**config.mk**
```make
export PLATFORM = sky130hd
export DESIGN_NAME = mem_stage_access_unit
export DESIGN_NICKNAME = d
export VERILOG_FILES = /design/src/rtl/mem_stage_access_unit_pkg.sv /design/src/rtl/mem_load_align.sv /design/src/rtl/mem_stage_access_unit.sv
export SDC_FILE = /design/constraint.sdc
export NUM_CORES = 1
export LEC_CHECK = 0
export ABC_AREA = 1
export BUFFER_PORTS_ARGS = -buffer_cell sky130_fd_sc_hd__buf_2
export CORE_ASPECT_RATIO = 1.1
export CORE_MARGIN = 2
export CORE_UTILIZATION = 26
export DETAILED_ROUTE_END_ITERATION = 10
export PLACE_DENSITY = 0.54
export SETUP_SLACK_MARGIN = 0.2
export SLEW_MARGIN = 20
export SYNTH_ARGS = -nofsm -noshare
export SYNTH_HDL_FRONTEND = slang
export SYNTH_SLANG_ARGS = --single-unit
```
**constraint.sdc**
```tcl
create_clock -name i_clk -period 3.1 [get_ports i_clk]
set_input_delay 0.31 -clock i_clk [delete_from_list [all_inputs] [get_ports i_clk]]
set_output_delay 0.31 -clock i_clk [all_outputs]
set_load 0.02 [all_outputs]
```
**src/rtl/mem_stage_access_unit_pkg.sv**
```systemverilog
// Shared types for the MEM-stage access unit: access sizes, FSM states, fault check.
package mem_stage_access_unit_pkg;

  localparam int DMEM_DATA_W = 32;

  typedef enum logic [1:0] {
    SZ_BYTE = 2'b00,
    SZ_HALF = 2'b01,
    SZ_WORD = 2'b10,
    SZ_RSVD = 2'b11
  } mem_size_e;

  typedef enum logic [1:0] {
    ST_IDLE,
    ST_ACCESS,
    ST_DONE
  } state_e;

  // Misalignment, reserved size, or a load and a store requested together.
  function automatic logic f_is_fault(input logic rd, input logic wr,
                                      input mem_size_e size, input logic [1:0] lo);
    return (rd & wr) | (size == SZ_RSVD) | ((size == SZ_HALF) & lo[0]) |
           ((size == SZ_WORD) & (lo != 2'b00));
  endfunction

endpackage

```
**src/rtl/mem_load_align.sv**
```systemverilog
// Load data path: picks the addressed byte/half lane out of the bus word and extends it.
module mem_load_align
  import mem_stage_access_unit_pkg::*;
(
  input  logic [DMEM_DATA_W-1:0] i_rdata,
  input  logic [1:0]             i_lane,
  input  mem_size_e              i_size,
  input  logic                   i_unsigned,
  output logic [DMEM_DATA_W-1:0] o_data
);

  logic [7:0]  w_byte;
  logic [15:0] w_half;

  always_comb begin
    w_byte = i_rdata[{i_lane, 3'b000} +: 8];
    w_half = i_lane[1] ? i_rdata[31:16] : i_rdata[15:0];
    o_data = i_rdata;
    case (i_size)
      SZ_BYTE: o_data = {{24{w_byte[7] & ~i_unsigned}}, w_byte};
      SZ_HALF: o_data = {{16{w_half[15] & ~i_unsigned}}, w_half};
      default: o_data = i_rdata;
    endcase
  end

endmodule

```
**src/rtl/mem_stage_access_unit.sv**
```systemverilog
// MEM-stage controller: turns an EX/MEM load/store into a req/ack data-memory transaction,
// stalls the pipeline while it is outstanding and flags bad or timed-out accesses.
module mem_stage_access_unit
  import mem_stage_access_unit_pkg::*;
#(
  parameter int ADDR_WIDTH     = 32,
  parameter int TIMEOUT_CYCLES = 255
) (
  input  logic                   i_clk,
  input  logic                   i_reset,
  input  logic                   i_mem_read,
  input  logic                   i_mem_write,
  input  logic [1:0]             i_mem_size,
  input  logic                   i_mem_unsigned,
  input  logic [31:0]            i_alu_result,
  input  logic [31:0]            i_write_data,
  output logic                   o_dmem_req,
  output logic                   o_dmem_we,
  output logic [ADDR_WIDTH-1:0]  o_dmem_addr,
  output logic [3:0]             o_dmem_be,
  output logic [DMEM_DATA_W-1:0] o_dmem_wdata,
  input  logic [DMEM_DATA_W-1:0] i_dmem_rdata,
  input  logic                   i_dmem_ack,
  output logic [DMEM_DATA_W-1:0] o_read_data_out,
  output logic                   o_stall_out,
  output logic                   o_mem_fault_out
);

  localparam int CNT_W = (TIMEOUT_CYCLES > 1) ? $clog2(TIMEOUT_CYCLES + 1) : 1;
  localparam logic [CNT_W-1:0] TO_LAST = (TIMEOUT_CYCLES == 0) ? '0 : CNT_W'(TIMEOUT_CYCLES - 1);

  state_e                 r_state, w_next;
  logic [ADDR_WIDTH-1:0]  r_addr;
  logic [3:0]             r_be;
  logic [DMEM_DATA_W-1:0] r_wdata;
  logic                   r_we;
  logic [1:0]             r_lane;
  mem_size_e              r_size;
  logic                   r_unsigned;
  logic [CNT_W-1:0]       r_cnt;
  logic [DMEM_DATA_W-1:0] r_rdata_out;

  mem_size_e              w_size;
  logic                   w_access, w_fault, w_start, w_bad_idle, w_timeout_hit;
  logic [3:0]             w_be;
  logic [DMEM_DATA_W-1:0] w_wdata, w_load;
  logic [31:0]            w_addr_word;

  assign w_size        = mem_size_e'(i_mem_size);
  assign w_access      = i_mem_read | i_mem_write;
  assign w_fault       = f_is_fault(i_mem_read, i_mem_write, w_size, i_alu_result[1:0]);
  assign w_addr_word   = {i_alu_result[31:2], 2'b00};
  assign w_timeout_hit = (TIMEOUT_CYCLES != 0) && (r_cnt == TO_LAST);

  // Store lanes: narrow data is replicated so every enabled lane sees it.
  always_comb begin
    w_be    = 4'b1111;
    w_wdata = i_write_data;
    case (w_size)
      SZ_BYTE: begin
        w_be    = 4'b0001 << i_alu_result[1:0];
        w_wdata = {4{i_write_data[7:0]}};
      end
      SZ_HALF: begin
        w_be    = i_alu_result[1] ? 4'b1100 : 4'b0011;
        w_wdata = {2{i_write_data[15:0]}};
      end
      default: ;
    endcase
  end

  mem_load_align u_load_align (
    .i_rdata    (i_dmem_rdata),
    .i_lane     (r_lane),
    .i_size     (r_size),
    .i_unsigned (r_unsigned),
    .o_data     (w_load)
  );

  always_ff @(posedge i_clk) begin
    if (i_reset) r_state <= ST_IDLE;
    else         r_state <= w_next;
  end

  always_comb begin
    w_next          = r_state;
    o_dmem_req      = 1'b0;
    o_stall_out     = 1'b0;
    o_mem_fault_out = 1'b0;
    w_start         = 1'b0;
    w_bad_idle      = 1'b0;
    case (r_state)
      ST_IDLE: begin
        if (w_access && w_fault) begin
          o_mem_fault_out = 1'b1;
          w_bad_idle      = 1'b1;
        end else if (w_access) begin
          o_stall_out = 1'b1;
          w_start     = 1'b1;
          w_next      = ST_ACCESS;
        end
      end
      ST_ACCESS: begin
        o_dmem_req  = 1'b1;
        o_stall_out = 1'b1;
        if (i_dmem_ack) begin
          w_next = ST_DONE;
        end else if (w_timeout_hit) begin
          o_mem_fault_out = 1'b1;
          w_next          = ST_DONE;
        end
      end
      default: w_next = ST_IDLE;
    endcase
  end

  always_ff @(posedge i_clk) begin
    if (i_reset) begin
      r_addr      <= '0;
      r_be        <= '0;
      r_wdata     <= '0;
      r_we        <= 1'b0;
      r_lane      <= '0;
      r_size      <= SZ_BYTE;
      r_unsigned  <= 1'b0;
      r_cnt       <= '0;
      r_rdata_out <= '0;
    end else begin
      if (w_start) begin
        r_addr     <= w_addr_word[ADDR_WIDTH-1:0];
        r_be       <= w_be;
        r_wdata    <= w_wdata;
        r_we       <= i_mem_write;
        r_lane     <= i_alu_result[1:0];
        r_size     <= w_size;
        r_unsigned <= i_mem_unsigned;
        r_cnt      <= '0;
      end
      if (w_bad_idle) r_rdata_out <= '0;
      if (r_state == ST_ACCESS) begin
        if (i_dmem_ack)         r_rdata_out <= r_we ? '0 : w_load;
        else if (w_timeout_hit) r_rdata_out <= '0;
        else                    r_cnt       <= r_cnt + CNT_W'(1);
      end
    end
  end

  assign o_dmem_we       = r_we;
  assign o_dmem_addr     = r_addr;
  assign o_dmem_be       = r_be;
  assign o_dmem_wdata    = r_wdata;
  assign o_read_data_out = r_rdata_out;

endmodule
```
== Word level (Yosys, flattened, before mapping) ==
Index checks and enable logic that the tools add are counted.

* Register bits after elaboration: 114
* Input bits: 104
* Logic and storage cells: 67
* Output and inout bits: 104

* Bitwise logic cells: 10
* Add/subtract/negate cells: 1
* Reduce and logical (&&, ||, !) cells: 6
* Shift-type cells: 2
* Mux-type cells: 29
* Eq/ne operators: 9

{| class="wikitable"
|+ Operators by type and width
! cell !! number
|-
| $mux 32 || 5
|-
| $pmux 32 s2 || 2
|-
| $mux 8 || 4
|-
| $shiftx 32x6->8 || 1
|-
| $mux 16 || 1
|-
| $add 8x1->8 const B || 1
|-
| $eq 8x8->1 const B || 1
|-
| $mux 1 || 8
|-
| $mux 2 || 4
|-
| $pmux 4 s2 || 1
|-
| $eq 2x1->1 const B || 3
|-
| $logic_not 2->1 || 3
|-
| $and 1x1->1 || 5
|-
| $eq 2x2->1 const B || 2
|-
| $mux 4 || 1
|-
| $ne 2x2->1 const B || 2
|-
| $or 1x1->1 || 4
|-
| $pmux 1 s2 || 2
|-
| $pmux 2 s2 || 1
|-
| $shl 1x2->4 const A || 1
|-
| $ne 3x3->1 const B || 1
|-
| $reduce_and 3->1 || 1
|-
| $reduce_bool 2->1 || 1
|-
| $logic_and 1x1->1 || 1
|-
| $not 1->1 || 1
|}

== Logic depth before layout (Yosys ltp) ==
Gate-level depths: netlist (run 1).

* Depth after elaboration: 11
* Mapped depth: 10
* Depth with buffers taken out: 10

== Cells and area by module ==
A second synthesis (run 1) with hierarchy kept.

* Cells, all modules: 804
* Area, all modules: 5587.9 µm²

{| class="wikitable"
|+ By module, submodules not included
! module !! instances !! area each (µm²) !! cells an instance
|-
| mem_stage_access_unit || 1 || 4667.0 || 650
|-
| mem_load_align || 1 || 920.9 || 154
|}

== Least setup slack after synthesis (run 1) ==
OpenSTA, ideal clock, no wires.

* Path kind: reg2out
* Start: reg r_state[0]
* End: out o_mem_fault_out
* Setup slack: 1.524 ns
* Cell stages (with the launch flop): 5
* Path buffers: 0
* Arrival: 1.266 ns
* Data required time: 2.790 ns
* Path through: dfxtp_1 > inv_2 > nor2_2 > nand2_1 > o21ai_0

* Word-level cells in the longest chain between the ends: 2

{| class="wikitable"
|+ Ends and longest elaborated chain
! item !! line !! RTL
|-
| start, declared || mem_stage_access_unit.sv:32 || <nowiki>state_e r_state, w_next;</nowiki>
|-
| start signal, assigned || mem_stage_access_unit.sv:82 || <nowiki>else r_state <= w_next;</nowiki>
|-
| $eq 2x1->1 / $logic_not 2->1 (equally long branches) || mem_stage_access_unit.sv:92 || <nowiki>case (r_state)</nowiki>
|-
| $pmux 1 s2 (*) || mem_stage_access_unit.sv:92 ||
|-
| end, declared || mem_stage_access_unit.sv:26 || <nowiki>output logic o_mem_fault_out</nowiki>
|}

Every way passes the cells marked *; elsewhere a longest branch is shown, timed or not.

== Worst setup path in the final report (run 1) ==
* Start: reg r_state[1]
* End: out o_stall_out

* Word-level cells in the longest chain between the ends: 2

{| class="wikitable"
|+ Ends and longest elaborated chain
! item !! line !! RTL
|-
| $eq 2x1->1 / $logic_not 2->1 (equally long branches) || mem_stage_access_unit.sv:92 ||
|-
| $pmux 1 s2 (*) || mem_stage_access_unit.sv:92 ||
|-
| end, declared || mem_stage_access_unit.sv:25 || <nowiki>output logic o_stall_out,</nowiki>
|}

Marked as above.

==> results.yml, run 1 <==
pwr:
  pwr-share-clk_pct: 44.8
  seq_power_share_pct: 36.8
  power_frac_comb_pct: 18.3
  leakage_nw: 3.32
  intPower_mw: 3.00
  peakVddDrop_uv: 368
  sw_frac_of_total_pct: 30.9
  p_switching_mw: 1.34
  p_per_area_nw_per_um2: 604
drt:
  wl_per_cell_um: 15.1
  drc: 0
  drt_pass1_iterations: 5
  via_per_inst: 4.73
  ant_nets: 0
  vias: 5842
  initialDrtViolationCount: 370
  wirelength_um: 18700
outcome:
  status: "finished clean"
clock_network:
  cts_made_buffers: 17
  worst_skew_pair.late_latency_ps: 430
  ctsResizeCount: 0
  htreeDepth: 4
  cts_sinks: 114
  cts_hold_buf: 0
  cts_root_buffer: "clkbuf_16"
  post_cts_buffers: 0
  tritoncts: "yes"
  clk_pin_slew_ps: 60
  cts_buffer_depth: 2
grt:
  grtUsageTotal_pct: 16.8
  grt-ovfl-total: 0
  grt_pass1_wl_um: 29100
  grt_max_degree: 67
  antenna_found_initial: 1
  grt_pass1_vias: 5471
finish:
  syn_to_final_growth_pct: 33.0
  nNetsFinal: 1071
  drive_above_1_share_pct: 28.7
  fin_util_pct: 35.0
  finalNonFillerCells: 1235
floorplan:
  rows: 55
  core-area_um2: 20500
  initial_core_util_pct: 26.3
  dieArea_um2: 21900
  die_h_um: 155
  num_io_pins: 208
  fp.dieW_um: 141
sta:
  maxSlewViolCount: 0
  fin_setup_tns_ps: 0
  finalHoldViolCount: 0
  fmax_ghz: 0.439
  rsz0062_at_grt: "false"
  worst_pin_slew_ps: 815
  fin_ws_ps: 823
  slew_headroom_pct: 45.7
  min_period_ps: 2280
  skew_ps: 18.5
  fin_crit_sh_pct: 73.5
  setup_viol_count_final: 0
place:
  dpl.hpwl_um: 13200
  routabilityCongestion: 0.814
  pre_cts_slack_ps: 900
  portBuffers: 205
  dp.cells: 1202
synth:
  avgSynthCellArea_um2: 6.88
  synth_commonest_cells: "nand2_1, dfxtp_1, a21oi_1"
  synth-edff-count: 0
  synthCells: 785
  synth_most_common_cell: "nand2_1"
  yosys-top-cells-area: "dfxtp_1, nand2_1, a21oi_1"
  synthDistinctLibCells: 28
  synth_area_leader_cell: "dfxtp_1"
  synth_seq_cells: 114
  synth_top_flop_cell: "dfxtp_1"
  synth.top_cell.area_share_pct: 42.3
  synth_area_um2: 5400
  seq_area_frac_synth_pct: 42.3
  synth_warnings: 0
  ys_async_sr_fraction_pct: 0
critical_path:
  setup.worst_path.class: "reg2out"
  critPathMaxFanout: 23
  critPathLaunchType: "flop"
  crit_start: "r_state[1]$_SDFFE_PP0P_"
  critPathArrivalTime_ps: 1970
  cp-end-kind: "primary output"
  worst_path_max_delay_cell: "dfxtp_1"
  regToRegStartpoint: "r_size[1]$_SDFFE_PP0P_"
  path_cells: "nor3_4 > buf_4 > nand3_4 > o21ai_0 > buf_2"
  slowest_delay_ps: 350
  required_ps: 2790
run:
  max-cap-violations: 0
min_path:
  min_path_type: "in2reg"
  hold_start: "i_alu_result[15]"
worst paths after layout:
path                                         end  depth (start not counted)  slack (ps)
setup / recovery                     o_stall_out                          5         820
hold / removal      o_dmem_addr[15]$_SDFFE_PP0P_                          3         120
setup reg to reg  o_read_data_out[23]$_SDFF_PP0_                         10        1050
hold reg to reg    o_dmem_wdata[29]$_SDFFE_PP0P_                          2         460
metal layers:
layer / global-route usage, % / wire length (um)
met4: 5.38 / 274
met3: 5.17 / 1420
met1: 21.8 / 8490
met2: 26.8 / 8470
met5: 0 / 0
sequential cells by signal, summed over array words and instances, names as in the netlist:
| name | flops |
|---|---|
| o_dmem_addr | 30 |
| o_dmem_be | 4 |
| o_dmem_wdata | 32 |
| o_dmem_we | 1 |
| o_read_data_out | 32 |
| r_cnt | 8 |
| r_lane | 2 |
| r_size | 2 |
| r_state | 2 |
| r_unsigned | 1 |
stage by stage:
stage / hold slack (ps) / total power [mW] / cell area (um^2)
2_1_floorplan: 459 / 2.15 / 5410
3_3_place_gp: 452 / 2.43 / 6600
3_5_place_dp: 454 / 2.44 / 6600
4_1_cts: 104 / 4.41 / 7180
5_1_grt: 115 / 4.56 / 7180
6_report: 121 / 4.34 / 7190
critical path, delay by kind of cell, from the launching register on:
kind | cells | cell delay (ps)
AOI/OAI and AO/OA | 1 | 180
buffers and inverters | 2 | 480
DFF | 1 | 350
and+or+nand+nor | 2 | 520
cells in the final DEF (no fill, tap or decap), types with 6 or more instances in the layout:
cell type  Yosys  layout
a21oi_2       10      10
nand2_2       13      13
a21oi_1      112     112
o21ai_1       44      44
clkinv_4       0       6
dfxtp_1      114     114
o21ai_0       25      25
clkbuf_16      0      17
nor2_1        80      80
buf_4          3       9
o211ai_1       9       9
buf_2         16     205
nand2_1      170     170
inv_1         37      37
nand3_1       97      97
cells by family after synthesis:
kind of cell,synth area share (%)
simple gates,29.9
other cells,0.0694
fa+ha+maj,0.463
flops,42.3
buf+inv,7.39
xor+xnor,0.324
compound gates,19.6
final cells by class:
| cell class | count | area [um^2] |
|---|---|---|
| sequential | 114 | 2280 |
| antenna | 1 | 2.50 |
| timing repair buffer | 215 | 1110 |
| fill | 2253 | 13300 |
| inverter | 40 | 150 |
| clock buffer | 18 | 429 |
| tap | 256 | 320 |
| clock inverter | 14 | 156 |
| multi-input combinational | 577 | 2730 |
power groups by stage:
stage | combinational, mW | sequential [mW] | clock [mW]
2_1_floorplan | 0.423 | 1.73 | 0
3_3_place_gp | 0.803 | 1.63 | 0
3_5_place_dp | 0.807 | 1.63 | 0
4_1_cts | 0.808 | 1.60 | 2.00
5_1_grt | 0.881 | 1.61 | 2.07
6_report | 0.796 | 1.60 | 1.95
Note: power is estimated with default switching activity, not from simulation.
==> run 2, diff against run 1 <==
--- a/config.mk
+++ b/config.mk
@@ -5,7 +5,7 @@
 export SDC_FILE = /design/constraint.sdc
 export NUM_CORES = 1
 export LEC_CHECK = 0
-export ABC_AREA = 1
+export ABC_AREA = 0
 export BUFFER_PORTS_ARGS = -buffer_cell sky130_fd_sc_hd__buf_2
 export CORE_ASPECT_RATIO = 1.1
 export CORE_MARGIN = 2
==> constraint.sdc (replaced) <==
create_clock -name i_clk -period 2.3 [get_ports i_clk]
set_input_delay 0.23 -clock i_clk [delete_from_list [all_inputs] [get_ports i_clk]]
set_output_delay 0.23 -clock i_clk [all_outputs]
set_load 0.02 [all_outputs]
==> run 2 against run 1 <==
Clock skew shrank 13 ps. Flip-flop and latch count stayed put. Routed wire length decreased by 11%. Sequential share of layout area is 1.2 points higher. Non-clock buffer count up 9. Register-to-register slack lost 550 ps.
==> results.yml, run 2 <==
drt:
  drc: 0
  via_per_inst: 4.69
  wirelength_um: 16600
  drt_pass1_iterations: 4
  ant_nets: 0
  wl_per_cell_um: 15.4
  initialDrtViolationCount: 255
  vias: 5089
sta:
  min_period_ps: 1920
  slew_headroom_pct: 55.1
  rsz0062_at_grt: "false"
  maxSlewViolCount: 0
  worst_pin_slew_ps: 674
  fin_ws_ps: 379
  whs_ps: 56.5
  fmax_ghz: 0.521
  finalHoldViolCount: 0
  fin_setup_tns_ps: 0
  fin_crit_sh_pct: 83.5
  setup_viol_count_final: 0
  skew_ps: 6.02
place:
  pre_cts_slack_ps: 445
  dpl.hpwl_um: 12000
  portBuffers: 205
  routabilityCongestion: 0.818
critical_path:
  ff2ff_setup_slack_ps: 500
  critPathMaxFanout: 6
  critPathLaunchType: "flop"
  setup.worst_path.class: "reg2out"
  cp-end-kind: "primary output"
  critPathArrivalTime_ps: 1690
  required_ps: 2070
clock_network:
  cts_buffer_depth: 2
  clk_pin_slew_ps: 60
  cts_made_buffers: 17
  cts_root_buffer: "clkbuf_16"
  cts_hold_buf: 0
  post_cts_buffers: 0
  worst_skew_pair.late_latency_ps: 410
  tritoncts: "yes"
  htreeDepth: 4
  ctsResizeCount: 0
  cts_sinks: 114
synth:
  synth_seq_cells: 114
  avgSynthCellArea_um2: 8.05
  ys_async_sr_fraction_pct: 0
  synth_warnings: 0
  synth-edff-count: 0
  synth_area_um2: 5090
  synth_top_flop_cell: "dfxtp_1"
  yosys-top-cells-area: "dfxtp_1, a21oi_1, nand2_1"
  synth.top_cell.area_share_pct: 44.9
  synthCells: 632
  synth_area_leader_cell: "dfxtp_1"
  seq_area_frac_synth_pct: 44.9
  synth_commonest_cells: "nand2_1, dfxtp_1, a21oi_1"
  synthDistinctLibCells: 48
  synth_most_common_cell: "nand2_1"
floorplan:
  rows: 53
  initial_core_util_pct: 26.5
  fp.dieW_um: 137
  dieArea_um2: 20700
  die_h_um: 151
  num_io_pins: 208
  core-area_um2: 19200
min_path:
  min_path_type: "in2reg"
grt:
  grt_pass1_wl_um: 25500
  antenna_found_initial: 0
  grtUsageTotal_pct: 15.8
  grt_pass1_vias: 4832
  grt_max_degree: 53
  grt-ovfl-total: 0
pwr:
  leakage_nw: 2.91
  peakVddDrop_uv: 488
  p_per_area_nw_per_um2: 806
outcome:
  status: "finished clean"
finish:
  syn_to_final_growth_pct: 36.2
  final_cell_mix: "buf_2, nand2_1, dfxtp_1"
  diodes: 0
  nNetsFinal: 930
  drive_above_1_share_pct: 31.5
  n_fill_cell: 2080
  final_common_cell: "buf_2"
run:
  max-cap-violations: 0
-- run 2: cell type report --
cell class,instances,area [um^2],area share (%)
inverters,44,165,2.38
multi-input cells,423,2410,34.8
well taps,247,309,4.46
flip-flops and latches,114,2280,32.9
clock inverters,13,138,1.99
repair buffers,224,1180,17.1
clock buffers,19,443,6.39
-- run 2: logic make-up after synthesis --
group / share of synthesized area [%]
flip-flops: 44.9
XOR/XNOR: 0.344
other: 0.0737
multiplexers: 5.41
adder cells (fa/ha/maj): 0.492
AO/OA/AOI/OAI: 25.0
buffers and inverters: 7.92
AND/OR/NAND/NOR: 15.9
-- run 2: per-layer routing --
layer / vias up / part of all wire (%) / global-route usage, %
met5: - / 0 / 0
met4: 0 / 0.76 / 4.02
met3: 8 / 9.4 / 5.69
met2: 181 / 44 / 24.8
met1: 2295 / 46 / 20.7
li1: 2605 / - / -
-- run 2: path summary, 6_finish.rpt --
path                                                   start                        endpoint  cells past startpoint
worst min-delay path                        i_alu_result[17]    o_dmem_addr[17]$_SDFFE_PP0P_                      3
worst max-delay path                 r_state[0]$_SDFFE_PP0P_                 o_mem_fault_out                      4
worst min register to register  o_dmem_wdata[3]$_SDFFE_PP0P_    o_dmem_wdata[3]$_SDFFE_PP0P_                      2
worst max register to register           r_cnt[0]$_SDFF_PP0_  o_read_data_out[14]$_SDFF_PP0_                      7
-- run 2: critical path, stage by stage, from the launching register on --
cell and delay (ps):
dfxtp_1 400, nor3b_1 420, nand3_1 120, nand3_1 160, buf_2 190
-- run 2: through the flow --
step / instances / utilization, % / instance area [um^2] / total power, mW
2_1_floorplan: 633 / - / 5090 / 2.70
3_3_place_gp: 1052 / 33.1 / 6350 / 3.05
3_5_place_dp: 1052 / 33.1 / 6350 / 3.05
4_1_cts: 1084 / 36.2 / 6930 / 5.66
5_1_grt: 1084 / 36.2 / 6930 / 5.84
6_report: 1084 / 36.2 / 6930 / 5.58
-- run 2: where the power goes --
group	switching (mW)	internal, mW	total (mW)
sequential	0.0580	2.08	2.14
combinational	0.555	0.308	0.863
clock	0.968	1.62	2.58
total	1.58	4.00	5.58
==> run 3, diff against run 2 <==
==> constraint.sdc (replaced) <==
create_clock -name i_clk -period 1.85 [get_ports i_clk]
set_input_delay 0.185 -clock i_clk [delete_from_list [all_inputs] [get_ports i_clk]]
set_output_delay 0.185 -clock i_clk [all_outputs]
set_load 0.02 [all_outputs]
==> run 3 against run 2 <==
First-iteration DRC count decreased by 18%. Clock-buffer cell count unchanged. Die area unchanged. Hold slack got worse by 36 ps. Combinational power grew 41%. Critical endpoint unchanged. Register-to-register slack lost 270 ps. Setup slack worse by 190 ps. Final cell count increased by 4.7%. Clock skew grew 1.3 ps. Design area increased by 9.6%. Highest routed layer unchanged. Via count increased by 5.7%. Sequential share of layout area fell by 2.8 points. Critical path type unchanged.
==> results.yml, run 3 (synthesized netlist as in run 2, its figures left out) <==
critical_path:
  path_cells: "buf_6 > a2111o_1 > nand3_2 > buf_6"
  crit_family: "compound AO/OA/AOI/OAI gates"
  worst_path_max_delay_cell: "a2111o_1"
  critPathLaunchType: "flop"
  critPathMaxFanout: 4
  required_ps: 1660
  path_buf_inv: 2
  setup.worst_path.class: "reg2out"
  slowest_delay_ps: 360
  cp-end-kind: "primary output"
  cpMostUsedCell: "buf_6"
  critPathArrivalTime_ps: 1470
grt:
  grt_pass1_wl_um: 26700
  grt-ovfl-total: 0
  grt_pass1_vias: 4935
  grtUsageTotal_pct: 16.5
  antenna_found_initial: 0
  grt_max_degree: 44
drt:
  drc: 0
  vias: 5380
  via_per_inst: 4.74
  drt_pass1_iterations: 4
  wl_per_cell_um: 15.5
  wirelength_um: 17600
  initialDrtViolationCount: 208
  ant_nets: 0
clock_network:
  clk_pin_slew_ps: 60
  cts_buffer_depth: 2
  cts_sinks: 114
  worst_skew_pair.late_latency_ps: 410
  htreeDepth: 4
  cts_made_buffers: 17
  cts_root_buffer: "clkbuf_16"
  tritoncts: "yes"
run:
  max-cap-violations: 0
sta:
  skew_ps: 7.35
  fmax_ghz: 0.603
  slew_headroom_pct: 32.8
  maxSlewViolCount: 0
  setup_viol_count_final: 0
  finalHoldViolCount: 0
  fin_crit_sh_pct: 89.6
  fin_setup_tns_ps: 0
  worst_pin_slew_ps: 1000
  min_period_ps: 1660
  rsz0062_at_grt: "true"
finish:
  final_cell_mix: "buf_2, nand2_1, dfxtp_1"
  multi_input_area_um2: 2490
  syn_to_final_growth_pct: 49.2
  fin_util_pct: 39.6
  diodes: 0
  n_fill_cell: 2000
  nNetsFinal: 981
  drive_above_1_share_pct: 34.2
  final_common_cell: "buf_2"
  ff_latch_area_um2: 2290
pwr:
  p_per_area_nw_per_um2: 968
  leakage_nw: 3.23
  peakVddDrop_uv: 615
  power_mw: 7.34
place:
  routabilityCongestion: 0.815
  portBuffers: 205
  dpl.hpwl_um: 12000
floorplan:
  num_io_pins: 208
  rows: 53
  fp.dieW_um: 137
  die_h_um: 151
  core-area_um2: 19200
  initial_core_util_pct: 26.5
  dieArea_um2: 20700
outcome:
  status: "finished clean"
min_path:
  min_path_type: "in2reg"
==> run 3: cell types whose count changed in the layout (fill, tap and decap cells not counted), sizes merged <==
cell | previous run | this run
clkbuf | 19 | 20
clkinvlp | 6 | 1
dlygate4sd3 | 0 | 29
and4 | 2 | 3
inv | 43 | 46
buf | 224 | 244
bufinv | 2 | 3
clkinv | 6 | 7
==> run 3: timing repair <==
action / in CTS / in global routing
gates cloned: 0 / 3
hold endpoints to repair: 29 / 0
setup buffers: 2 / 8
resized for setup: 14 / 15
setup endpoints to repair: 35 / 91
pin swaps: 2 / 3
hold buffers: 29 / 0
==> run 3: cell type report <==
type | count | area share, %
Tap cell | 247 | 4.07
Clock buffer | 19 | 5.97
Multi-Input combinational cell | 424 | 32.8
Clock inverter | 13 | 2.32
Timing Repair Buffer | 274 | 22.5
Sequential cell | 114 | 30.2
Inverter | 44 | 2.18
==> run 3: path summary, 6_finish.rpt <==
path                                   to  slack (ps)                    startpoint  cells past startpoint
min          o_dmem_addr[24]$_SDFFE_PP0P_          20              i_alu_result[24]                      3
max                       o_mem_fault_out         190       r_state[1]$_SDFFE_PP0P_                      4
max reg2reg           r_cnt[2]$_SDFF_PP0_         230       r_state[0]$_SDFFE_PP0P_                      4
min reg2reg  o_dmem_wdata[5]$_SDFFE_PP0P_         450  o_dmem_wdata[5]$_SDFFE_PP0P_                      2
==> run 3: per-stage QoR <==
stage	area [um^2]	setup slack, ps	hold slack [ps]	cells
2_1_floorplan	5100	204	321	633
4_1_cts	7420	161	0.497	1124
3_3_place_gp	6450	120	426	1061
6_report	7590	192	20.9	1135
5_1_grt	7590	138	40.7	1135
3_5_place_dp	6450	68.5	431	1061
==> run 3: report_power, final <==
part / total (mW) / switching [mW] / internal, mW
logic: 1.22 / 0.729 / 0.489
clock network: 3.48 / 1.26 / 2.21
registers: 2.65 / 0.0686 / 2.58
==> run 3: routing by layer <==
metal,vias up,global-route usage [%],part of all wire [%]
met5,-,0,0
met4,0,5.31,1.3
met3,19,4.81,7.9
met2,193,25.6,45
met1,2454,22.1,46
li1,2714,-,-
==> run 3: worst reg2reg max path, delay by kind of cell, from the launching register on <==
family / cells / cell delay (ps)
flops: 1 / 380
mux: 1 / 310
compound gates: 2 / 450
simple gates: 1 / 400
